File: src/rtl/jtsdram_pkg.sv
// Shared definitions for the SDRAM test sequencer: state encoding,
// default LFSR polynomial/seed and the per-bank key rotation helper.
package jtsdram_pkg;

  typedef enum logic [1:0] {
    ST_IDLE  = 2'd0,
    ST_PWAIT = 2'd1,
    ST_RWAIT = 2'd2,
    ST_HALT  = 2'd3
  } state_t;

  localparam logic [15:0] DEF_TAPS = 16'hD295;
  localparam logic [15:0] DEF_SEED = 16'hAAAA;

  // Low kw bits of an lw-bit value rotated right by (bank*kw) mod lw.
  function automatic logic [31:0] key_rot(input logic [63:0] lfsr,
                                          input int unsigned lw,
                                          input int unsigned kw,
                                          input int unsigned bank);
    logic [31:0] key;
    int unsigned rot;
    key = '0;
    rot = (bank * kw) % lw;
    for (int unsigned i = 0; i < 32; i++) begin
      if (i < kw) key[5'(i)] = lfsr[6'((i + rot) % lw)];
    end
    return key;
  endfunction

endpackage

File: src/rtl/jtsdram_lfsr.sv
// Fibonacci-style LFSR shifting right with feedback into the MSB;
// load returns it to SEED and takes priority over step.
module jtsdram_lfsr
  import jtsdram_pkg::*;
#(
  parameter int unsigned     LW   = 16,
  parameter logic [LW-1:0]   TAPS = LW'(DEF_TAPS),
  parameter logic [LW-1:0]   SEED = LW'(DEF_SEED)
) (
  input  logic          rst,
  input  logic          clk,
  input  logic          i_step,
  input  logic          i_load,
  output logic [LW-1:0] o_q
);

  logic [LW-1:0] r_q;
  logic          w_fb;

  assign w_fb = ^(r_q & TAPS);
  assign o_q  = r_q;

  always_ff @(posedge clk or posedge rst) begin
    if (rst)         r_q <= SEED;
    else if (i_load) r_q <= SEED;
    else if (i_step) r_q <= {w_fb, r_q[LW-1:1]};
  end

endmodule

File: src/rtl/jtsdram_seqn.sv
// Program/read test sequencer across BANKS bank checkers with LFSR keys.
// Optional watchdog built when JTSDRAM_SEQ_TIMEOUT_EN is defined.
module jtsdram_seqn
  import jtsdram_pkg::*;
#(
  parameter int unsigned   BANKS = 4,
  parameter int unsigned   KW    = 5,
  parameter int unsigned   LW    = 16,
  parameter logic [LW-1:0] TAPS  = LW'(DEF_TAPS),
  parameter logic [LW-1:0] SEED  = LW'(DEF_SEED),
  parameter int unsigned   ITW   = 16,
  parameter int unsigned   TOW   = 20
) (
  input  logic                rst,
  input  logic                clk,
  input  logic                run,
  input  logic                clr,
  input  logic                halt_on_err,
  output logic [BANKS*KW-1:0] keys,
  output logic                prog_start,
  input  logic                prog_done,
  output logic                rd_start,
  input  logic [BANKS-1:0]    ba_done,
  input  logic [BANKS-1:0]    ba_err,
  output logic                busy,
  output logic                halted,
  output logic [ITW-1:0]      iter,
  output logic [ITW-1:0]      err_cnt,
  output logic [BANKS-1:0]    err_bank,
  output logic                timeout
);

  localparam int unsigned PW = $clog2(BANKS + 1);
  localparam int unsigned SW = ITW + PW;

  state_t           r_state, w_state_nx;
  logic             r_prog_start, w_prog_start_nx;
  logic             r_rd_start, w_rd_start_nx;
  logic [BANKS-1:0] r_done_mask, w_done_mask_nx;
  logic             r_iter_err, w_iter_err_nx;
  logic [ITW-1:0]   r_iter, w_iter_nx;
  logic [ITW-1:0]   r_err_cnt, w_err_cnt_nx;
  logic [BANKS-1:0] r_err_bank, w_err_bank_nx;
  logic [BANKS-1:0] w_new_err;
  logic [PW-1:0]    w_pop;
  logic [SW-1:0]    w_err_sum;
  logic             w_step, w_load, w_wd_expire;
  logic [LW-1:0]    w_lfsr;

  jtsdram_lfsr #(.LW(LW), .TAPS(TAPS), .SEED(SEED)) u_lfsr (
    .rst    (rst),
    .clk    (clk),
    .i_step (w_step),
    .i_load (w_load),
    .o_q    (w_lfsr)
  );

  for (genvar b = 0; b < BANKS; b++) begin : g_key
    assign keys[b*KW +: KW] = KW'(key_rot(64'(w_lfsr), LW, KW, b));
  end

  assign prog_start = r_prog_start;
  assign rd_start   = r_rd_start;
  assign busy       = (r_state == ST_PWAIT) || (r_state == ST_RWAIT);
  assign halted     = (r_state == ST_HALT);
  assign iter       = r_iter;
  assign err_cnt    = r_err_cnt;
  assign err_bank   = r_err_bank;

  // Banks whose done bit rises in the mask this cycle while reporting an error.
  assign w_new_err = ba_done & ~r_done_mask & ba_err;

  always_comb begin
    w_pop = '0;
    for (int b = 0; b < BANKS; b++) w_pop = w_pop + PW'(w_new_err[b]);
    w_err_sum = SW'(r_err_cnt) + SW'(w_pop);
  end

`ifdef JTSDRAM_SEQ_TIMEOUT_EN
  logic [TOW-1:0] r_wd;
  logic           r_timeout;

  // Expire one count early so HALT and timeout land as the counter tops out.
  assign w_wd_expire = (r_wd == ~TOW'(1));
  assign timeout     = r_timeout;

  always_ff @(posedge clk or posedge rst) begin
    if (rst) begin
      r_wd      <= '0;
      r_timeout <= 1'b0;
    end else if (clr) begin
      r_wd      <= '0;
      r_timeout <= 1'b0;
    end else begin
      if (w_state_nx != r_state) r_wd <= '0;
      else if (busy)             r_wd <= r_wd + TOW'(1);
      if (busy && w_wd_expire)   r_timeout <= 1'b1;
    end
  end
`else
  logic w_unused_tow;
  assign w_unused_tow = ^TOW'(0);
  assign w_wd_expire  = 1'b0;
  assign timeout      = 1'b0;
`endif

  always_comb begin
    w_state_nx      = r_state;
    w_prog_start_nx = 1'b0;
    w_rd_start_nx   = 1'b0;
    w_done_mask_nx  = r_done_mask;
    w_iter_err_nx   = r_iter_err;
    w_iter_nx       = r_iter;
    w_err_cnt_nx    = r_err_cnt;
    w_err_bank_nx   = r_err_bank;
    w_step          = 1'b0;
    w_load          = 1'b0;
    if (clr) begin
      w_state_nx     = ST_IDLE;
      w_done_mask_nx = '0;
      w_iter_err_nx  = 1'b0;
      w_iter_nx      = '0;
      w_err_cnt_nx   = '0;
      w_err_bank_nx  = '0;
      w_load         = 1'b1;
    end else begin
      case (r_state)
        ST_IDLE: begin
          if (run) begin
            w_prog_start_nx = 1'b1;
            w_state_nx      = ST_PWAIT;
          end
        end
        ST_PWAIT: begin
          if (w_wd_expire) begin
            w_state_nx = ST_HALT;
          end else if (prog_done && !r_prog_start) begin
            w_rd_start_nx  = 1'b1;
            w_done_mask_nx = '0;
            w_iter_err_nx  = 1'b0;
            w_state_nx     = ST_RWAIT;
          end
        end
        ST_RWAIT: begin
          if (w_wd_expire) begin
            w_state_nx = ST_HALT;
          end else begin
            w_done_mask_nx = r_done_mask | ba_done;
            w_err_bank_nx  = r_err_bank | w_new_err;
            w_iter_err_nx  = r_iter_err | (|w_new_err);
            w_err_cnt_nx   = (w_err_sum > SW'({ITW{1'b1}})) ? {ITW{1'b1}}
                                                            : ITW'(w_err_sum);
            if (&(r_done_mask | ba_done)) begin
              if (w_iter_err_nx && halt_on_err) begin
                w_state_nx = ST_HALT;
              end else begin
                w_step     = 1'b1;
                w_iter_nx  = (&r_iter) ? r_iter : r_iter + ITW'(1);
                w_state_nx = ST_IDLE;
              end
            end
          end
        end
        default: ;
      endcase
    end
  end

  always_ff @(posedge clk or posedge rst) begin
    if (rst) begin
      r_state      <= ST_IDLE;
      r_prog_start <= 1'b0;
      r_rd_start   <= 1'b0;
      r_done_mask  <= '0;
      r_iter_err   <= 1'b0;
      r_iter       <= '0;
      r_err_cnt    <= '0;
      r_err_bank   <= '0;
    end else begin
      r_state      <= w_state_nx;
      r_prog_start <= w_prog_start_nx;
      r_rd_start   <= w_rd_start_nx;
      r_done_mask  <= w_done_mask_nx;
      r_iter_err   <= w_iter_err_nx;
      r_iter       <= w_iter_nx;
      r_err_cnt    <= w_err_cnt_nx;
      r_err_bank   <= w_err_bank_nx;
    end
  end

endmodule

File: config.mk
export PLATFORM = sky130hd
export DESIGN_NAME = jtsdram_seqn
export DESIGN_NICKNAME = d
export VERILOG_FILES = /design/src/rtl/jtsdram_pkg.sv /design/src/rtl/jtsdram_lfsr.sv /design/src/rtl/jtsdram_seqn.sv
export SDC_FILE = /design/constraint.sdc
export NUM_CORES = 1
export LEC_CHECK = 0
export ABC_AREA = 1
export BUFFER_PORTS_ARGS = -buffer_cell sky130_fd_sc_hd__buf_2
export CAP_MARGIN = 20
export CORE_ASPECT_RATIO = 1.5
export CORE_MARGIN = 4
export CORE_UTILIZATION = 40
export CTS_BUF_LIST = sky130_fd_sc_hd__clkbuf_2
export CTS_CLUSTER_SIZE = 16
export DETAILED_ROUTE_END_ITERATION = 10
export GPL_ROUTABILITY_DRIVEN = 0
export HOLD_SLACK_MARGIN = 0.15
export PLACE_DENSITY = 0.7
export SLEW_MARGIN = 15
export SYNTH_ARGS = -nofsm -noshare
export SYNTH_HDL_FRONTEND = slang
export SYNTH_SLANG_ARGS = --single-unit
File: constraint.sdc
create_clock -name clk -period 3.1 [get_ports clk]
set_clock_uncertainty 0.05 [all_clocks]
set_input_delay 0.31 -clock clk [delete_from_list [all_inputs] [get_ports clk]]
set_output_delay 0.31 -clock clk [all_outputs]
set_load 0.05 [all_outputs]
; Word-level counts from Yosys, hierarchy flattened
; Cells that the tools add are included.
; Widths: inputs -> output; s select.
[op_classes]
n_addsub = 5
n_lt_le_gt_ge = 1
eq_ne = 8
mux = 35
n_bitwise = 6
n_reduce_logical = 17
[op_table]
columns = operator, count
row1 = $mux 16, 10
row2 = $add 16x3->17, 1
row3 = $gt 17x16->1 const B, 1
row4 = $add 16x1->16 const B, 1
row5 = $mux 4, 4
row6 = $reduce_and 16->1, 1
row7 = $reduce_xor 16->1, 1
row8 = $mux 1, 13
row9 = $reduce_and 4->1, 3
row10 = $mux 2, 5
row11 = $and 4x4->4, 2
row12 = $or 4x4->4, 2
row13 = $pmux 4 s2, 1
row14 = $ne 3x2->1 const B, 2
row15 = $pmux 2 s3, 1
row16 = $reduce_bool 2->1, 3
row17 = $eq 2x2->1 const B, 2
row18 = $ne 2x2->1 const B, 2
row19 = $not 4->4, 1
row20 = $reduce_bool 4->1, 1
row21 = $reduce_or 4->1, 1
row22 = $add 2x1->3, 1
row23 = $add 3x1->3, 1
row24 = $ne 3x3->1 const B, 1
row25 = 10 further kinds, 11
[word_totals]
register_bits = 61
output_inout_bits = 61
word_cells = 81

; Longest topological paths before layout
[logic_depth]
ltp_word = 12
ltp_mapped = 19
depth_no_buf = 19

; By module
; From an unflattened synthesis, not the netlist that was laid out.
[unflattened]
hier_cells = 505
area_unflattened_um2 = 3721.1
[by_module_without_submodules]
columns = mod, instances, cells_per_inst, area_each_um2
row1 = jtsdram_seqn, 1, 414, 2966.6
row2 = jtsdram_lfsr, 1, 91, 754.5

; Worst setup path after synthesis
; Ideal clock, no wire load.
[synth_path]
path_type = flip-flop to flip-flop
startpoint = register r_err_cnt[0] (netlist: err_cnt[0])
endpoint = register r_err_cnt[12] (netlist: err_cnt[12])
setup_time_ns = 0.123
arrival_time_ns = 2.688
t_required_ns = 2.927
path_slack_ns = 0.239
path_stages_with_launch = 18
n_path_buf = 0
synth_period_minus_slack_ns = 2.861
cell_sequence = dfrtp_1 -> inv_1 -> xor2_1 -> inv_1 -> ha_1 -> inv_1 -> fa_1 -> inv_1 -> fa_1 -> nand2_1 -> inv_2 -> nand3_1 -> nor2_4 -> nand3_1 -> nand2_1 -> nand2_1 -> nand2_1 -> o21ai_1
[synth_via]
elab_chain_cells = 5
[synth_rtl]
columns = element, line_no
row1 = start: declaration, jtsdram_seqn.sv:42  ; logic [ITW-1:0] r_err_cnt, w_err_cnt_nx;
row2 = start signal: assignment, jtsdram_seqn.sv:186  ; r_err_cnt <= w_err_cnt_nx;
row3 = $add 16x3->17 *, jtsdram_seqn.sv:76  ; w_err_sum = SW'(r_err_cnt) + SW'(w_pop);
row4 = $gt 17x16->1, jtsdram_seqn.sv:151  ; w_err_cnt_nx = (w_err_sum > SW'({ITW{1'b1}})) ? {ITW{1'b1}}
row5 = $mux 16 *, jtsdram_seqn.sv:151
row6 = $mux 16 *, jtsdram_seqn.sv:127  ; case (r_state)
row7 = $mux 16 *, jtsdram_seqn.sv:118  ; if (clr) begin
; Mark *: on every way between the ends. The rest lies on a longest branch, timed or not. The select of a mux whose other input is x is not followed.
; A chain may end at the register's enable or synchronous reset.

; Worst setup path after layout
[layout_path]
startpoint = input port ba_done[0]
endpoint = register r_err_cnt[9] (netlist: err_cnt[9])
[layout_via]
elab_chain_cells = 10
[layout_rtl]
columns = element, line_no
row1 = start: declaration, jtsdram_seqn.sv:23  ; input logic [BANKS-1:0] ba_done,
row2 = $and 4x4->4 * (2 in a row), jtsdram_seqn.sv:71  ; assign w_new_err = ba_done & ~r_done_mask & ba_err;
row3 = $add 1x1->2 *, jtsdram_seqn.sv:75  ; for (int b = 0; b < BANKS; b++) w_pop = w_pop + PW'(w_new_err[b]);
row4 = $add 2x1->3 *, jtsdram_seqn.sv:75
row5 = $add 3x1->3 *, jtsdram_seqn.sv:75
row6 = $add 16x3->17 *, jtsdram_seqn.sv:76
row7 = $gt 17x16->1, jtsdram_seqn.sv:151
row8 = $mux 16 *, jtsdram_seqn.sv:151
row9 = $mux 16 *, jtsdram_seqn.sv:127
row10 = $mux 16 *, jtsdram_seqn.sv:118
; Marked as above.

==> impl_metrics.env <==
export IMPL_critical_path_cell_chain="dlygate4sd3_1, buf_2, nand2_1, nor2_2, xor2_1, inv_1, ha_1, inv_1, fa_1, inv_1, fa_1, nand2_1, inv_2, nand3_1, nor2_4, nand3b_4, nand3_1, nand2_1, nand2_1"
export IMPL_clock_fmax_mhz=344
export IMPL_p_sw_frac=0.371
export IMPL_worst_pin_slew_ns=0.644
export IMPL_detailroute_via_count=3583
export IMPL_path_clk_slew_ns=0.17
export IMPL_maximum_capacitance_violations=0
export IMPL_synthesized_netlist_cell_count=497
export IMPL_power_uw=1860
export IMPL_power_density_mw_per_mm2=426
export IMPL_critPathKind="in2reg"
export IMPL_core_area_mm2=0.00893
export IMPL_drt_pass1_iter_count=5
export IMPL_via_per_inst=5.15
export IMPL_worst_setup_path_end_kind="flop"
export IMPL_rsz0062_at_grt="no"
export IMPL_syn_area_per_cell_um2=7.46
export IMPL_grt_max_degree=33
export IMPL_wire_length_of_the_first_global_routing_pass_mm=15.8
export IMPL_timing_setup_tns_ns=0
export IMPL_clock_latency_ns=0.51
export IMPL_timing_critical_path_max_delay_family="simple AND/OR/NAND/NOR gates"
export IMPL_boundary_pins=75
export IMPL_cpMostUsedCell="nand2_1"
export IMPL_finalCriticalPeriod_ns=2.90
export IMPL_cts_inserted_buffers=9
export IMPL_die_width_um=86.6
export IMPL_std_cell_rows=42
export IMPL_arrival_ns=3.31
export IMPL_outcome="finished, final reports clean"
export IMPL_yosys_most_used_dff="dfrtp_1"
export IMPL_ys_ff_latch=61
export IMPL_startpoint_type="input pin"
export IMPL_initial_core_util=0.415
export IMPL_htree_levels=3
export IMPL_synthDominantCellAreaShare=0.358
export IMPL_timing_hold_ws_ns=0.214
export IMPL_final_layout_size_suffix_gt1_frac=0.230
export IMPL_p_leak_uw=0.00231
export IMPL_cts_root_to_sink_buffers=2
export IMPL_timing_final_setup_violations=0
export IMPL_multi_input_area_mm2=0.00186
export IMPL_route_final_wire_length_mm=9.54
export IMPL_final_hold_viol_count=0
export IMPL_ff_latch_area_mm2=0.00154
export IMPL_antenna_diode_count=0
export IMPL_fill_cells=903
export IMPL_slew_violations=0
export IMPL_drtAntennaViolNets=0
export IMPL_post_synth_top_area_cell="dfrtp_1"
export IMPL_route_detailed_wl_per_inst_um=13.7
export IMPL_remaining_drc_errors=0
export IMPL_postCtsSetupRepairBufs=0
export IMPL_layout_area_overhead_vs_synth_pct=17.6
export IMPL_port_buffer_count=73
export IMPL_initialDrtViolationCount=131
export IMPL_cp_data_required_time_ns=3.51
export IMPL_synth_top_cells_by_area="dfrtp_1 36%, nand2_1 16%, nand3_1 6.5%, dfstp_2 5.7%, inv_1 4.8%"
export IMPL_cts_root_buffer="clkbuf_2"
export IMPL_mappedNetlistNets=520
export IMPL_cts_tree="built"
export IMPL_post_synth_num_cell_types=38
export IMPL_power_combinational_fraction=0.270
export IMPL_dp_hpwl_mm=7.00
export IMPL_power_net_switching_uw=689
export IMPL_layout_nets=604
export IMPL_fin_util=0.488
export IMPL_synth_sequential_area_ratio=0.414
export IMPL_clock_power_share=0.259
export IMPL_slew_headroom=0.570
export IMPL_synth_warnings=0
export IMPL_critical_path_buf_inv_count=6
export IMPL_pwr_share_seq=0.471
export IMPL_critPathMaxStageDelay_ns=0.52
export IMPL_chipHeight_um=126
export IMPL_min_delay_path_class="in2reg"
export IMPL_number_of_flops_mapped_to_enable_cells_by_yosys=0
export IMPL_grt_pass1_vias=3488
export IMPL_dieArea_mm2=0.0109
export IMPL_antenna_found_initial=0
export IMPL_cp_slowest_cell="dlygate4sd3_1"
export IMPL_grtUsageTotal=0.180
export IMPL_vdd_ir_drop_max_uv=291
export IMPL_cellInternalPower_uw=1170
export IMPL_global_route_congestion_overflow_total=0
export IMPL_synthesis_area_mm2=0.00371
export IMPL_cts_sinks=61
export IMPL_postSynth_asyncResetShare=1.00
export IMPL_final_period_utilization=0.936
export IMPL_path_max_fanout=10
-- per-layer routing --
layer,global-route usage,up-vias,wire length [µm],part of all wire
met5,0,-,0,0
met1,0.212,1698,3930,0.41
met4,0.0908,0,210,0.022
li1,-,1752,-,-
met2,0.305,115,4880,0.51
met3,0.0386,18,518,0.054
-- path summary, 6_finish.rpt --
check / from / endpoint / slack, ns / depth (start not counted)
hold reg to reg: u_lfsr.o_q[11] / u_lfsr.o_q[10] / 0.47 / 2
hold / removal: clr / u_lfsr.o_q[13] / 0.21 / 3
min in group asynchronous: rst / u_lfsr.o_q[12] / 0.23 / 3
setup / recovery: ba_done[0] / err_cnt[9] / 0.20 / 19
setup reg to reg: r_done_mask[0] / err_cnt[9] / 0.21 / 16
max in group asynchronous: rst / r_state[0] / 2.05 / 4
-- worst reg2reg max path, stage by stage, from the launching register on --
cell and delay (ns):
dfrtp_1 0.44, nor2_2 0.16, xor2_1 0.17, inv_1 0.06, ha_1 0.27, inv_1 0.05, fa_1 0.38, inv_1 0.09
fa_1 0.19, nand2_1 0.08, inv_2 0.08, nand3_1 0.19, nor2_4 0.19, nand3b_4 0.16, nand3_1 0.13, nand2_1 0.06
nand2_1 0.06
-- stage by stage --
| step | std cells | setup slack, ns | cell area [µm²] |
|---|---|---|---|
| 3_5_place_dp | 667 | 0.178 | 4130 |
| 6_report | 696 | 0.197 | 4360 |
| 4_1_cts | 696 | 0.168 | 4360 |
| 5_1_grt | 696 | 0.0227 | 4360 |
| 3_3_place_gp | 667 | 0.283 | 4130 |
| 2_1_floorplan | 497 | 0.239 | 3710 |
-- cells in the final DEF, fill, tap and decap left out, types with 6 or more instances in the layout --
cell and instances:
nand3_1 48, inv_2 6, buf_2 73, or2_2 6, ha_1 7, nand4_1 9, dlygate4sd3_1 13, nor3_1 13
inv_1 46, xor2_1 6, dfrtp_1 53, clkbuf_2 12, nor2_1 45, nand2_1 157, o21ai_1 23, dfstp_2 8
-- final cells by class --
type                    instances  share of cell area
well taps                     110              0.0316
inverters                      52              0.0448
clock inverters                 4             0.00976
multi-input cells             367               0.427
clock buffers                  12              0.0138
repair buffers                 90               0.121
flip-flops and latches         61               0.352
-- cells in the mapped netlist, types with 2 or more instances --
cell and n:
nand2_1 157, inv_2 5, o21bai_1 2, nor3_2 5
buf_4 5, dfstp_2 8, nand2_2 3, o21ai_2 5
nand3_2 2, nor3_1 13, xnor2_1 5, nor2_2 4
or2_2 6, nand3b_1 2, and2_1 2, o21ai_0 5
fa_1 2, clkbuf_1 3, o32ai_1 4, nor2_4 2
ha_1 7, nor2_1 46, nand3_1 48, xor2_1 6
nand4_1 9, dfrtp_1 53, buf_6 4, buf_1 3
buf_2 2, inv_1 47, o21a_1 3, o21ai_1 23
-- repair_timing --
| item | in CTS | in global routing |
|---|---|---|
| setup endpoints to repair | 0 | 3 |
| hold endpoints to repair | 65 | 0 |
| resized for setup | 0 | 1 |
| hold buffers | 13 | 0 |
-- cell families (layout without fill, tap and decap cells) --
logic type               Yosys count  in the layout  synth area share
other                              1              1           0.00101
AO/OA/AOI/OAI                     45             45            0.0742
buffers and inverters             69            158            0.0837
adder cells (fa/ha/maj)            9              9            0.0344
flip-flops                        61             61             0.414
XOR/XNOR                          11             11            0.0260
AND/OR/NAND/NOR                  301            301             0.366
-- registers in the layout, indices dropped and copies added (netlist names) --
name and count:
r_done_mask 4, err_cnt 16, iter 16, r_state 2, prog_start 1, err_bank 4, r_iter_err 1, u_lfsr.o_q 16
rd_start 1
-- power by group through the flow --
stage | sequential [µW] | combinational (µW) | clock [µW]
floorplan | 953 | 311 | 0
global placement | 886 | 477 | 0
detailed placement | 888 | 484 | 0
CTS | 875 | 505 | 502
global route | 882 | 554 | 539
finish | 874 | 502 | 480
(Power assumes the default switching activity.)
